File: config.mk
export PLATFORM = sky130hd
export DESIGN_NAME = xor_descrambler_flat
export DESIGN_NICKNAME = d
export VERILOG_FILES = /design/src/rtl/scrambler_pkg.sv /design/src/rtl/xor_descrambler_if.sv /design/src/rtl/xor_descrambler_shift_reg.sv /design/src/rtl/xor_descrambler.sv /design/src/flat_wrapper.sv
export SDC_FILE = /design/constraint.sdc
export NUM_CORES = 1
export LEC_CHECK = 0
export CELL_PAD_IN_SITES_DETAIL_PLACEMENT = 0
export CELL_PAD_IN_SITES_GLOBAL_PLACEMENT = 2
export CORE_MARGIN = 2
export CORE_UTILIZATION = 30
export CTS_BUF_LIST = sky130_fd_sc_hd__clkbuf_16
export DETAILED_ROUTE_END_ITERATION = 8
export HOLD_SLACK_MARGIN = 0.1
export PLACE_DENSITY_LB_ADDON = 0.08
export RECOVER_POWER = 25
export SLEW_MARGIN = 20
export SYNTH_ARGS = -nofsm -noshare
export SYNTH_HDL_FRONTEND = slang
export SYNTH_HIERARCHICAL = 1
export SYNTH_SLANG_ARGS = --single-unit
File: constraint.sdc
create_clock -name clk -period 2.5 [get_ports clk]
set_clock_uncertainty 0.15 [all_clocks]
set_input_delay 0.375 -clock clk [delete_from_list [all_inputs] [get_ports clk]]
set_output_delay 0.375 -clock clk [all_outputs]
set_load 0.01 [all_outputs]
File: src/rtl/scrambler_pkg.sv
// Shared definitions for the x^7+x^6+1 self-synchronising scrambler pair.
package scrambler_pkg;

  localparam int LFSR_LEN = 7;
  localparam int TAP_A    = 5;
  localparam int TAP_B    = 6;

  // Fill count value seen on the accept that completes the shift register.
  localparam logic [2:0] FILL_LAST = 3'(LFSR_LEN - 1);

  typedef enum logic {
    FILL   = 1'b0,
    LOCKED = 1'b1
  } sync_state_t;

  // Tap XOR shared by scrambler and descrambler: y ^ s[5] ^ s[6].
  function automatic logic tap_xor(input logic y, input logic [LFSR_LEN-1:0] s);
    return y ^ s[TAP_A] ^ s[TAP_B];
  endfunction

endpackage

File: src/rtl/xor_descrambler_if.sv
// Serial bit stream in, descrambled bit stream plus status out.
interface xor_descrambler_if #(
  parameter int CNT_W = 16
);
  logic             input1;
  logic             in_valid;
  logic             flush;
  logic             output1;
  logic             out_valid;
  logic             locked;
  logic [CNT_W-1:0] bit_count;

  modport master (
    output input1, in_valid, flush,
    input  output1, out_valid, locked, bit_count
  );

  modport slave (
    input  input1, in_valid, flush,
    output output1, out_valid, locked, bit_count
  );
endinterface

File: src/rtl/xor_descrambler_shift_reg.sv
// Received-bit history and tap XOR. The register stores the line bit y,
// never the descrambled bit, which is what makes the descrambler self-sync.
module descr_shift_reg
  import scrambler_pkg::*;
(
  input  logic clk,
  input  logic rst,
  input  logic shift_en,
  input  logic clr,
  input  logic y,
  output logic d
);

  logic [LFSR_LEN-1:0] s;

  // s[0] newest, s[LFSR_LEN-1] oldest; clear wins over shift.
  always_ff @(posedge clk or negedge rst) begin
    if (!rst)          s <= '0;
    else if (clr)      s <= '0;
    else if (shift_en) s <= {s[LFSR_LEN-2:0], y};
  end

  assign d = tap_xor(y, s);

endmodule

File: src/rtl/xor_descrambler.sv
// Self-synchronising descrambler: fills 7 line bits, then emits one
// descrambled bit per accepted line bit with one cycle of latency.
module xor_descrambler
  import scrambler_pkg::*;
#(
  parameter int CNT_W = 16
) (
  input  logic              clk,
  input  logic              rst,
  xor_descrambler_if.slave  bus
);

  localparam logic [CNT_W-1:0] CNT_MAX = '1;

  sync_state_t      state, state_nxt;
  logic [2:0]       fill_cnt, fill_nxt;
  logic             accept, emit, d;
  logic             out_bit, out_vld;
  logic [CNT_W-1:0] cnt;

  // Flush drops a coincident bit, so it never counts as an accept.
  assign accept = bus.in_valid & ~bus.flush;
  assign emit   = accept & (state == LOCKED);

  descr_shift_reg u_sr (
    .clk      (clk),
    .rst      (rst),
    .shift_en (accept),
    .clr      (bus.flush),
    .y        (bus.input1),
    .d        (d)
  );

  // State and fill counter registers.
  always_ff @(posedge clk or negedge rst) begin
    if (!rst) begin
      state    <= FILL;
      fill_cnt <= '0;
    end else begin
      state    <= state_nxt;
      fill_cnt <= fill_nxt;
    end
  end

  // Next state: the accept completing the fill locks on the same edge.
  always_comb begin
    state_nxt = state;
    fill_nxt  = fill_cnt;
    if (bus.flush) begin
      state_nxt = FILL;
      fill_nxt  = '0;
    end else begin
      case (state)
        FILL: if (accept) begin
          fill_nxt = fill_cnt + 3'd1;
          if (fill_cnt == FILL_LAST) state_nxt = LOCKED;
        end
        LOCKED: ;
        default: state_nxt = FILL;
      endcase
    end
  end

  // Output register: one-cycle valid pulse per locked accept, data held otherwise.
  always_ff @(posedge clk or negedge rst) begin
    if (!rst) begin
      out_bit <= 1'b0;
      out_vld <= 1'b0;
    end else if (bus.flush) begin
      out_bit <= 1'b0;
      out_vld <= 1'b0;
    end else begin
      out_vld <= emit;
      if (emit) out_bit <= d;
    end
  end

  // Saturating count of emitted bits.
  always_ff @(posedge clk or negedge rst) begin
    if (!rst)                        cnt <= '0;
    else if (bus.flush)              cnt <= '0;
    else if (emit && cnt != CNT_MAX) cnt <= cnt + 1'b1;
  end

  assign bus.output1   = out_bit;
  assign bus.out_valid = out_vld;
  assign bus.locked    = (state == LOCKED);
  assign bus.bit_count = cnt;

endmodule

File: src/flat_wrapper.sv
// flat-port wrapper written by rule: the top's interface ports become plain ports
module xor_descrambler_flat import scrambler_pkg::*;
#(
  parameter int CNT_W = 16
)
  (clk, rst, bus_input1, bus_in_valid, bus_flush, bus_output1, bus_out_valid, bus_locked, bus_bit_count);
  xor_descrambler_if #(.CNT_W(CNT_W)) bus_i ();
  input  logic clk;
  input  logic rst;
  input wire logic [$bits(bus_i.input1)-1:0] bus_input1;
  input wire logic [$bits(bus_i.in_valid)-1:0] bus_in_valid;
  input wire logic [$bits(bus_i.flush)-1:0] bus_flush;
  output wire logic [$bits(bus_i.output1)-1:0] bus_output1;
  output wire logic [$bits(bus_i.out_valid)-1:0] bus_out_valid;
  output wire logic [$bits(bus_i.locked)-1:0] bus_locked;
  output wire logic [$bits(bus_i.bit_count)-1:0] bus_bit_count;
  assign bus_i.input1 = bus_input1;
  assign bus_i.in_valid = bus_in_valid;
  assign bus_i.flush = bus_flush;
  assign bus_output1 = bus_i.output1;
  assign bus_out_valid = bus_i.out_valid;
  assign bus_locked = bus_i.locked;
  assign bus_bit_count = bus_i.bit_count;
  xor_descrambler #(.CNT_W(CNT_W)) u_core (.clk(clk), .rst(rst), .bus(bus_i));
endmodule
* After elaboration in Yosys (flattened, before gate mapping)
Index checks and enable logic that the tools add are counted.
** Cells by class
- Add/subtract/negate cells :: 2
- $mul :: 0
- Div/mod/pow operators :: 0
- Magnitude comparators :: 0
- Eq/ne operators :: 3
- Shift operators :: 0
- Muxes and demuxes :: 14
- Bitwise gates (word level) :: 5
- Reduce and logical (&&, ||, !) cells :: 5
** Operators with widths (count)
- 16-bit two-way mux :: 2
- 16-bit by 1-bit adder with 16-bit output, second input constant :: 1
- 16-bit != test, second input constant :: 1
- 7-bit two-way mux :: 2
- 3-bit two-way mux :: 3
- 1-bit two-way mux :: 7
- 2-bit nonzero test :: 3
- 3-bit by 1-bit adder with 3-bit output, second input constant :: 1
- 3-bit == test, second input constant :: 1
- 1-bit AND :: 2
- 2-bit != test, second input constant :: 1
- 2-bit AND reduction :: 1
- 1-bit bitwise XOR :: 2
- 1-bit logical AND :: 1
- 1-bit inverter :: 1
** Word-level totals
- Bits in registers :: 29
- Bits in latches :: 0
- Bits in writable memories :: 0
- ROM bits :: 0
- Input bits :: 5
- Output and inout bits :: 19
- Memories :: 0

* Longest topological paths before layout
- Depth after elaboration :: 6
- Depth in mapped cells :: 6

* Cells and area by module
Netlist, hierarchy kept.
** Modules (own cells, without submodules)
- xor_descrambler :: times used 1, cells each 120, area each 1211.2 um2, sequential area each 550.5 um2
- descr_shift_reg :: times used 1, cells each 24, area each 300.3 um2, sequential area each 175.2 um2

* Worst setup path after synthesis
No wires, ideal clock.
- Kind :: flip-flop to flip-flop
- From :: register u_core.cnt[0] (netlist: u_core/bus.bit_count[0])
- To :: register u_core.cnt[1] (netlist: u_core/bus.bit_count[1])
- Library setup time :: 0.120 ns
- Arrival :: 1.699 ns
- Required time :: 2.230 ns
- Slack :: 0.531 ns
- Cell stages (with the launch flop) :: 6
- Path buffers :: 0
- Clock period less this slack :: 1.969 ns
- Path through :: dfrtp_1 -> ha_1 -> nand4_1 -> or4_4 -> and3_1 -> a31o_1
** On the way
- Longest elaborated chain between the ends :: 3
- Elaborated cells between the ends (all ways) :: 6
- Classes of those cells :: add/sub (1); eq/ne (1); mux (2); reduce/logical (2)
** Ends and longest elaborated chain
- start: declaration :: line xor_descrambler.sv:19 : logic [CNT_W-1:0] cnt;
- start signal: assignment :: line xor_descrambler.sv:82 : else if (emit && cnt != CNT_MAX) cnt <= cnt + 1'b1;
- 16-bit by 1-bit adder with 16-bit output / 16-bit != test (equally long branches) :: line xor_descrambler.sv:82
- 16-bit two-way mux / 1-bit logical AND (equally long branches) :: line xor_descrambler.sv:82
- 16-bit two-way mux / 2-bit nonzero test (equally long branches)
Parallel ways exist; a longest one is shown, timed or not. The select of a mux whose other input is x is not followed.
A chain may end at the register's enable or synchronous reset.

* Final worst setup path
Same ends and word-level chain as after synthesis.

==> flow_metrics.env <==
export IMPL_largest_family_of_logic_cells_by_synthesized_area="simple AND/OR/NAND/NOR gates"
export IMPL_multi_input_comb_area_um2=726.9
export IMPL_outcome="complete, no violations"
export IMPL_cts_htree_levels=2
export IMPL_cts_resized=0
export IMPL_postSynthRegisterBits=29
export IMPL_floorplan_row_count=25
export IMPL_insertion_delay_ns=0.27
export IMPL_placeableCoreArea_um2=4786
export IMPL_dp_final_hpwl_mm=2.576
export IMPL_finish_utilization=0.4233
export IMPL_maxCapViolations=0
export IMPL_critical_path_cell_chain="ha_1, nand4_1, or4_4, and3_1, a31o_1"
export IMPL_die_height_um=74.98
export IMPL_yosys_top_cells_area="dfrtp_1 (48%), mux2i_1 (6.6%), o311ai_0 (4.1%)"
export IMPL_initial_core_util=0.3158
export IMPL_synth_top_cell_by_area="dfrtp_1"
export IMPL_timing_reg2reg_worst_path_depth=5
export IMPL_peakVddDrop_uv=349.7
export IMPL_fin_total_pwr_mw=1.311
export IMPL_syn_inst=144
export IMPL_yosys_cell_types_count=39
export IMPL_final_cell_count_no_fill=243
export IMPL_cts_clk_slew_worst_paths_ns=0.05
export IMPL_vias_in_the_first_global_route=1257
export IMPL_timing_hold_worst_class="reg -> reg"
export IMPL_post_route_cells_drive_above_1_share=0.1250
export IMPL_grt_pass1_wl_mm=6.327
export IMPL_worst_hold_startpoint="u_core/u_sr/s[2]$_DFFE_PN0P_"
export IMPL_portion_of_synthesized_cell_area_occupied_by_the_leading_cell_type=0.4801
export IMPL_timing_setup_tns_ns=0
export IMPL_min_path_cells=2
export IMPL_max_freq_mhz=468.4
export IMPL_worst_endpoint_required_ns=2.51
export IMPL_rsz0062_at_grt="false"
export IMPL_largest_net_degree_at_the_start_of_global_routing=30
export IMPL_synth_nets=152
export IMPL_fin_crit_sh=0.8540
export IMPL_globalplace_congestion=0.7214
export IMPL_p_per_area_nw_per_um2=647.0
export IMPL_cts_post_setup_buffers_inserted=0
export IMPL_synth_compound_area_frac=0.1291
export IMPL_cts_buffers=5
export IMPL_io_pin_count=24
export IMPL_reg2reg_setup_slack_ns=0.37
export IMPL_critical_path_reg2reg_endpoint="u_core/bus.bit_count[1]$_DFFE_PN0P_"
export IMPL_detailedPlace_worstSlack_ns=0.2354
export IMPL_number_of_nets_with_antenna_violations_after_detailed_routing=0
export IMPL_leakagePower_nw=0.8445
export IMPL_total_number_of_vias=1247
export IMPL_drtPass1Iterations=4
export IMPL_cts_tree="built"
export IMPL_critPathLaunch="u_core/bus.bit_count[0]$_DFFE_PN0P_"
export IMPL_postCtsHoldBufs=0
export IMPL_slew_headroom=0.5089
export IMPL_worst_slack_ns=0.3651
export IMPL_final_net_count=183
export IMPL_starting_drt_drc_count=70
export IMPL_synthesis_yosys_warnings=6
export IMPL_timing_setup_critical_path_class="reg -> reg"
export IMPL_critPathArrivalTime_ns=2.15
export IMPL_clk_path_buf_depth=2
export IMPL_hold_end="u_core/u_sr/s[2]$_DFFE_PN0P_"
export IMPL_die_area_um2=5622
export IMPL_yosys_area_share_adder=0.02483
export IMPL_die_width_um=74.98
export IMPL_detail_route_drc_violations=0
export IMPL_io_buffer_count=23
export IMPL_nFillCells=488
export IMPL_antenna_found_initial=0
export IMPL_synth_mux_area_fraction=0.07368
export IMPL_grt_usage=0.1523
export IMPL_worst_path_largest_cell_delay_ns=0.54
export IMPL_yosys_area_share_xor_xnor=0.02318
export IMPL_clk_tree_root_cell="clkbuf_16"
export IMPL_crit_fanout=7
export IMPL_simple_gate_area_share_of_the_yosys_netlist=0.2301
export IMPL_tightest_slew_ns=0.7366
export IMPL_post_synth_cell_area_avg_um2=10.50
export IMPL_dp_cells=235
export IMPL_timing_hold_violations_final=0
export IMPL_post_synthesis_sequential_area_ratio=0.4801
export IMPL_period_needed_ns=2.135
export IMPL_vias_per_cell=5.132
export IMPL_post_drt_wl_per_cell_um=15.35
export IMPL_slowest_stage="or4_4"
export IMPL_routed_wirelength_mm=3.731
export IMPL_end_kind="flip-flop"
export IMPL_grt_overflow=0
export IMPL_final_max_slew_viol_count=0
export IMPL_register_area_um2=725.7
export IMPL_clock_sinks=29
export IMPL_cell_area_after_synthesis_um2=1511
export IMPL_critPathLaunchType="flip-flop"
export IMPL_insertedDiodeCount=0
export IMPL_rr_startpoint="u_core/bus.bit_count[0]$_DFFE_PN0P_"
export IMPL_finalSetupViolCount=0
export IMPL_syn_to_final_growth_pct=34.02
## per-stage QoR
stage / instance area (um2) / hold WS [ns]
2_1_floorplan: 1511 / -0.07059
3_3_place_gp: 1838 / 0.3506
3_5_place_dp: 1838 / 0.3639
4_1_cts: 2028 / 0.3614
5_1_grt: 2026 / 0.4018
6_report: 2026 / 0.3721
## layout by cell type, fill, tap and decap left out, types with 6 or more instances in the layout
| cell type | n |
|---|---|
| dfrtp_1 | 29 |
| clkdlybuf4s50_1 | 22 |
| nor2_1 | 12 |
| nand2_1 | 11 |
| mux2i_1 | 10 |
| nand3_1 | 9 |
| o31ai_1 | 8 |
| nand4_1 | 7 |
| o311ai_0 | 7 |
| buf_4 | 6 |
## registers in the layout (all words and copies together), names as in the netlist
name,flops
u_core/fill_cnt,3
u_core/bus.bit_count,16
u_core/bus.output1,1
u_core/bus.locked,1
u_core/u_sr/s,7
u_core/bus.out_valid,1
## cells by family after synthesis
group,count (synthesis)
mux,11
buf+inv,11
simple gates,61
fa+ha+maj,3
flops,29
xor+xnor,4
compound gates,25
## cell usage after synthesis
master	n
a211oi_2	1
a21oi_1	2
a31o_1	1
a31oi_1	2
a41o_1	1
and2_1	2
and3_1	3
and4_1	3
and4_2	1
buf_2	2
buf_4	2
buf_6	1
clkbuf_1	1
dfrtp_1	29
ha_1	3
inv_1	5
mux2_2	1
mux2i_1	10
nand2_1	11
nand3_1	9
nand4_1	7
nand4_2	1
nor2_1	12
nor2b_1	3
nor3_1	2
nor3_2	1
nor3b_1	1
nor4_1	1
nor4_2	1
nor4b_1	1
o211ai_1	1
o21ai_0	1
o21bai_1	1
o311ai_0	7
o31ai_1	8
or4_1	1
or4_4	1
xnor2_1	3
xor2_1	1
## how the worst max path moves through the flow
stage                                                       to  slack [ns]
after CTS                 u_core/bus.bit_count[11]$_DFFE_PN0P_        0.36
after detailed placement   u_core/bus.bit_count[5]$_DFFE_PN0P_        0.24
after floorplan            u_core/bus.bit_count[1]$_DFFE_PN0P_        0.53
final                      u_core/bus.bit_count[1]$_DFFE_PN0P_        0.37
after global routing       u_core/bus.bit_count[3]$_DFFE_PN0P_        0.27
after global placement     u_core/bus.bit_count[5]$_DFFE_PN0P_        0.25
## worst max-delay path, delay by kind of cell, from the launching register on
family | cells | cell delay [ns]
flops | 1 | 0.45
compound gates | 1 | 0.18
simple gates | 3 | 0.92
fa+ha+maj | 1 | 0.33
## routing by layer
layer,GRT usage,vias up,part of all wire
met1,0.2018,604,0.47
met4,0.05357,0,0.010
met5,0,-,0
li1,-,611,-
met3,0.04418,4,0.042
met2,0.2378,28,0.47
## cell type report
| type | count | area share |
|---|---|---|
| Clock buffer | 5 | 0.06177 |
| Tap cell | 67 | 0.04138 |
| Clock inverter | 3 | 0.03212 |
| Sequential cell | 29 | 0.3582 |
| Inverter | 5 | 0.009265 |
| Timing Repair Buffer | 30 | 0.1384 |
| Multi-Input combinational cell | 104 | 0.3589 |
## power breakdown
part / switching, mW / leakage [nW] / internal [mW] / total [mW]
registers: 0.00350 / 0.403 / 0.474 / 0.478
logic: 0.0302 / 0.347 / 0.0196 / 0.0498
clock network: 0.215 / 0.0938 / 0.568 / 0.783
total: 0.248 / 0.845 / 1.06 / 1.31
No activity file was read; power rests on OpenSTA's default activity.
